==> config.mk <==
export PLATFORM = sky130hd
export DESIGN_NAME = matrix_frame_scheduler
export DESIGN_NICKNAME = d
export VERILOG_FILES = /design/src/rtl/matrix_frame_scheduler.sv
export SDC_FILE = /design/constraint.sdc
export NUM_CORES = 1
export LEC_CHECK = 0
export CORE_UTILIZATION = 45
export DETAILED_ROUTE_END_ITERATION = 7
export PLACE_DENSITY = 0.86
export SLEW_MARGIN = 20
export SYNTH_ARGS = -nofsm -noshare
export SYNTH_HDL_FRONTEND = slang
export SYNTH_SLANG_ARGS = --single-unit
==> constraint.sdc <==
create_clock -name clk -period 3.4 [get_ports clk]
set_input_delay 1.02 -clock clk [delete_from_list [all_inputs] [get_ports clk]]
set_output_delay 1.02 -clock clk [all_outputs]
set_load 0.01 [all_outputs]
==> src/rtl/matrix_frame_scheduler.sv <==
// matrix_frame_scheduler: walks one LED-matrix frame column by column, fetching each lane
// word from the frame buffer and handing it to the SPI Output_Module with start strobes.

module matrix_frame_scheduler #(
    parameter int CHANNEL_NUMBER   = 3,
    parameter int SPI_SIZE         = 24,
    parameter int COLUMNS          = 16,
    parameter int WORDS_PER_COLUMN = 8,
    parameter int ADDR_WIDTH       = $clog2(COLUMNS*WORDS_PER_COLUMN)
) (
    input  logic                               clk,
    input  logic                               rst,
    input  logic                               enable,
    input  logic                               frame_ready,
    output logic                               rd_en,
    output logic [ADDR_WIDTH-1:0]              rd_addr,
    input  logic [CHANNEL_NUMBER*SPI_SIZE-1:0] rd_data,
    output logic [CHANNEL_NUMBER*SPI_SIZE-1:0] data_out,
    output logic                               new_image,
    output logic                               new_column,
    input  logic                               next_data,
    input  logic                               tx_finish,
    output logic                               busy,
    output logic [$clog2(COLUMNS)-1:0]         column_idx,
    output logic                               frame_done,
    output logic                               protocol_err
);
    localparam int COL_W  = $clog2(COLUMNS);
    localparam int WORD_W = (WORDS_PER_COLUMN > 1) ? $clog2(WORDS_PER_COLUMN) : 1;
    localparam int STAGES = 1;

    localparam logic [COL_W-1:0]  LAST_COL  = COL_W'(COLUMNS - 1);
    localparam logic [WORD_W-1:0] LAST_WORD = WORD_W'(WORDS_PER_COLUMN - 1);

    typedef enum logic [2:0] {
        IDLE, FETCH, WAIT_RD, LOAD, XFER, WAIT_TX, NEXT_COL, DONE
    } state_t;

    state_t                                  state;
    logic [WORD_W-1:0]                       word_cnt;
    logic                                    pending;
    // [0]: read strobe issued this cycle, [STAGES]: read data present on rd_data
    logic [STAGES:0]                         vld_pipe;
    logic [CHANNEL_NUMBER-1:0][SPI_SIZE-1:0] rd_lane;
    logic [CHANNEL_NUMBER-1:0][SPI_SIZE-1:0] lane_q;

    function automatic logic [ADDR_WIDTH-1:0] word_addr(input logic [COL_W-1:0]  col,
                                                        input logic [WORD_W-1:0] word);
        return ADDR_WIDTH'(col) * ADDR_WIDTH'(WORDS_PER_COLUMN) + ADDR_WIDTH'(word);
    endfunction

    assign rd_en    = vld_pipe[0];
    assign rd_lane  = rd_data;
    assign data_out = lane_q;

    genvar g;
    generate
        for (g = 0; g < CHANNEL_NUMBER; g++) begin : g_lane
            matrix_frame_lane #(.SPI_SIZE(SPI_SIZE)) u_lane (
                .clk  (clk),
                .rst  (rst),
                .load (vld_pipe[STAGES]),
                .din  (rd_lane[g]),
                .dout (lane_q[g])
            );
        end
    endgenerate

    always_ff @(posedge clk) begin
        if (rst) begin
            state        <= IDLE;
            word_cnt     <= '0;
            pending      <= 1'b0;
            vld_pipe     <= '0;
            rd_addr      <= '0;
            new_image    <= 1'b0;
            new_column   <= 1'b0;
            busy         <= 1'b0;
            column_idx   <= '0;
            frame_done   <= 1'b0;
            protocol_err <= 1'b0;
        end else begin
            new_column <= 1'b0;
            new_image  <= 1'b0;
            frame_done <= 1'b0;
            vld_pipe   <= {vld_pipe[STAGES-1:0], 1'b0};
            if (frame_ready)
                pending <= 1'b1;

            case (state)
                IDLE, DONE: begin
                    if (next_data && state == IDLE)
                        protocol_err <= 1'b1;
                    // a frame_ready in this very cycle counts just like a held one
                    if (enable && (frame_ready || pending)) begin
                        pending     <= 1'b0;
                        busy        <= 1'b1;
                        column_idx  <= '0;
                        word_cnt    <= '0;
                        rd_addr     <= '0;
                        vld_pipe[0] <= 1'b1;
                        state       <= FETCH;
                    end else if (state == DONE) begin
                        busy  <= 1'b0;
                        state <= IDLE;
                    end
                end

                FETCH: begin
                    if (next_data)
                        protocol_err <= 1'b1;
                    state <= WAIT_RD;
                end

                WAIT_RD: begin
                    if (next_data)
                        protocol_err <= 1'b1;
                    if (word_cnt == '0) begin
                        new_column <= 1'b1;
                        new_image  <= (column_idx == '0);
                    end
                    state <= LOAD;
                end

                LOAD: begin
                    if (next_data)
                        protocol_err <= 1'b1;
                    state <= XFER;
                end

                XFER: begin
                    if (tx_finish) begin
                        // column cut short by the output stage: flag it, still move on
                        protocol_err <= 1'b1;
                        if (column_idx == LAST_COL) begin
                            column_idx <= '0;
                            frame_done <= 1'b1;
                            state      <= DONE;
                        end else begin
                            column_idx <= column_idx + 1'b1;
                            state      <= NEXT_COL;
                        end
                    end else if (next_data) begin
                        if (word_cnt == LAST_WORD) begin
                            state <= WAIT_TX;
                        end else begin
                            word_cnt    <= word_cnt + 1'b1;
                            rd_addr     <= word_addr(column_idx, word_cnt + 1'b1);
                            vld_pipe[0] <= 1'b1;
                            state       <= FETCH;
                        end
                    end
                end

                WAIT_TX: begin
                    if (next_data)
                        protocol_err <= 1'b1;
                    if (tx_finish) begin
                        if (column_idx == LAST_COL) begin
                            column_idx <= '0;
                            frame_done <= 1'b1;
                            state      <= DONE;
                        end else begin
                            column_idx <= column_idx + 1'b1;
                            state      <= NEXT_COL;
                        end
                    end
                end

                NEXT_COL: begin
                    word_cnt    <= '0;
                    rd_addr     <= word_addr(column_idx, '0);
                    vld_pipe[0] <= 1'b1;
                    state       <= FETCH;
                end

                default: state <= IDLE;
            endcase
        end
    end
endmodule

// One lane's output word register: loads the frame-buffer read data when it arrives.
module matrix_frame_lane #(
    parameter int SPI_SIZE = 24
) (
    input  logic                clk,
    input  logic                rst,
    input  logic                load,
    input  logic [SPI_SIZE-1:0] din,
    output logic [SPI_SIZE-1:0] dout
);
    always_ff @(posedge clk) begin
        if (rst)
            dout <= '0;
        else if (load)
            dout <= din;
    end
endmodule

==> results.tsv <==
stage	metric	value	unit
pwr	p_total	2.39	mW
setup_path	arrival	2.84	ns
place	pre_cts_slack	0.453	ns
cells_and_area	diodes	0	
setup_path	endpoint_kind	flip-flop	
cts	post_cts_buffers	0	
setup_path	r2r_slack	1.41	ns
sta	worstMarginPinSlew	0.783	ns
pwr	p_seq_share	51.5	%
setup_path	r2r_start	word_cnt[0]	
floorplanning	die_h	92.4	µm
yosys	synthTopCellsByCount	95 x dfxtp_1, 82 x nor2_1, 73 x mux2i_1	
sta	fin_crit_sh	77.6	%
setup_path	crit_type	in -> reg	
drt	wl_per_cell	14.3	µm
cells_and_area	drive_above_1_share	5.11	%
yosys	yosysTopAreaCell	dfxtp_1	
yosys	netlist_area	3680	µm²
pwr	internal_power	1.78	mW
cts	cts.hold.buffers_added	0	
global_routing	antenna_found_initial	0	
sta	slew_violations	0	
place	place_inst	615	
sta	relSlewSlack	47.3	%
cts	ctsResizeCount	0	
floorplanning	dieArea	8540	µm²
pwr	swShare	25.5	%
drt	vias	3202	
setup_path	r2r_end	word_cnt[0]	
sta	setup_viol	0	
status	status	finished, final reports clean	
drt	via_per_inst	5.08	
global_routing	grt_pass1_vias	3080	
yosys	synth_cell_type_count	38	
yosys	synth_ff_type	dfxtp_1	
pwr	combPwrFrac	18.2	%
sta	worst_slack	0.762	ns
cts	cts_buffers	9	
setup_path	start_kind	input port	
cts	clk_pin_slew_worst_paths	0.09	ns
sta	max_freq	379	MHz
yosys	synthArstFlopShare	0	%
pwr	p_sw	0.610	mW
hold_path	hold_path.class	reg -> reg	
floorplanning	floorplan.initialDensity	47.1	%
cells_and_area	synthToLayoutAreaGrowth	51.9	%
yosys	yosys-top-cells-area	dfxtp_1 52%, mux2i_1 20%, nor2_1 8.4%	
cts	cts_num_sinks	95	
run	cap_violations	0	
floorplanning	die_w	92.4	µm
cts	root_buffer	clkbuf_8	
global_routing	overflow	0	
floorplanning	core-area	7810	µm²
sta	finalSetupTns	0	ns
setup_path	endpoint	word_cnt[1]	
cells_and_area	fillers	623	
global_routing	grt_usage	20.7	%
cells_and_area	nNetsFinal	607	
drt	drtIter0Drc	68	
setup_path	startpoint	frame_ready	
place	dp_hpwl	6.70	mm
yosys	yosys.area.top_type_share	51.7	%
yosys	ys_warn_count	0	
pwr	power_frac_clock	30.3	%
drt	drc	0	
global_routing	grt_pass1_wl	14.1	mm
drt	ant_nets	0	
cts	cts_tree	done	
pwr	p_leak	1.97	nW
cts	clk_latency	0.34	ns
place	place_congestion	0.814	
yosys	ys_ff_latch	95	
cells_and_area	final-instance-count-excl-fill	630	
yosys	yosysMostFrequentCell	dfxtp_1	
sta	rsz0062_at_grt	false	
setup_path	reg2reg_depth	6	
yosys	synth_fp_nets	452	
cts	htree_num_levels	3	
yosys	yosysSeqAreaShare	51.7	%
pwr	worst_ir_drop_vdd	0.231	mV
yosys	avgSynthCellArea	9.97	µm²
sta	min_period	2.64	ns
yosys	netlist_instances	369	
floorplanning	rows	32	
global_routing	grt_max_degree	67	
sta	skew	0.0121	ns
setup_path	critPathMaxFanout	6	
cts	cts_buffer_depth	2	
sta	hold_viol_final	0	
drt	dr.pass1.iters	4	
setup_path	cp.required	3.60	ns
yosys	synth_edf_count	0	
place	portBuffers	166	
floorplanning	ioPinCount	167	
pwr	p_per_area	428	nW/µm²
drt	drt-total-wl	9.02	mm
==> metrics by stage <==
step,cell area [µm²],hold slack (ns),util (%)
finish,5590,0.478,71.5
global route,5590,0.495,71.5
CTS,5590,0.478,71.5
detailed placement,5390,0.463,69.0
global placement,5390,0.460,69.0
floorplan,3680,0.437,-
==> worst min-delay path by stage <==
| stage | from | to | cells past startpoint |
|---|---|---|---|
| 2_1_floorplan | word_cnt[2] | new_column | 1 |
| 3_3_place_gp | rd_addr[4] | rd_addr[4] | 2 |
| 3_5_place_dp | rd_addr[3] | rd_addr[3] | 2 |
| 4_1_cts | rd_addr[3] | rd_addr[3] | 2 |
| 5_1_grt | rd_addr[6] | rd_addr[6] | 2 |
| 6_report | rd_addr[3] | rd_addr[3] | 2 |
==> cells by family after synthesis <==
logic type      count (synthesis)  synth area share, %
flops                          95                 51.7
simple gates                  125                 15.8
compound gates                 42                 7.52
mux                            73                 19.9
buf+inv                        29                 3.44
fa+ha+maj                       5                 1.70
==> critical path, cell delays in order <==
cell and delay, ns:
clkdlybuf4s50_1 0.44, o21ai_0 0.64, a21oi_1 0.23, a21oi_1 0.34
o21ai_0 0.17
==> per-layer routing <==
metal | track usage (%) | routed length (µm) | vias up
met5 | 0 | 0 | -
li1 | - | - | 1571
met1 | 23.9 | 3630 | 1499
met4 | 8.33 | 128 | 0
met3 | 4.43 | 782 | 9
met2 | 36.9 | 4470 | 123
==> cells in the final DEF, fill, tap and decap left out, types with 3 or more instances in the layout <==
master           count
nand3_1              7
o211ai_1             4
nand2b_1             3
a21oi_1             14
nor2b_1              4
o21ai_0              8
clkdlybuf4s50_1    165
nor2_1              82
o21bai_1             3
nand2_1              7
a311oi_1             3
mux2i_1             73
nor3_1               4
dfxtp_1             94
ha_1                 5
clkbuf_8            10
inv_1                4
nand3b_1             4
==> layout make-up <==
type | count | area (µm²) | area share [%]
sequential | 95 | 1910 | 34.1
timing repair buffer | 169 | 1690 | 30.3
inverter | 4 | 15.0 | 0.269
clock buffer | 10 | 138 | 2.46
tap | 102 | 128 | 2.28
multi-input combinational | 245 | 1650 | 29.5
clock inverter | 5 | 58.8 | 1.05
==> power groups by stage <==
| stage | clock network (mW) | registers [mW] | logic (mW) |
|---|---|---|---|
| final | 0.725 | 1.23 | 0.435 |
| after CTS | 0.743 | 1.23 | 0.438 |
| after global routing | 0.788 | 1.24 | 0.471 |
| after global placement | 0 | 1.25 | 0.424 |
| after floorplan | 0 | 1.24 | 0.225 |
| after detailed placement | 0 | 1.26 | 0.436 |
==> flip-flops by register name (all words and copies together) (netlist names) <==
| signal | cells |
|---|---|
| busy | 1 |
| column_idx | 4 |
| frame_done | 1 |
| g_lane.u_lane.dout | 72 |
| new_column | 1 |
| new_image | 1 |
| pending | 1 |
| protocol_err | 1 |
| rd_addr | 5 |
| state | 3 |
| vld_pipe | 2 |
| word_cnt | 3 |
No activity file was read; power rests on OpenSTA's default activity.
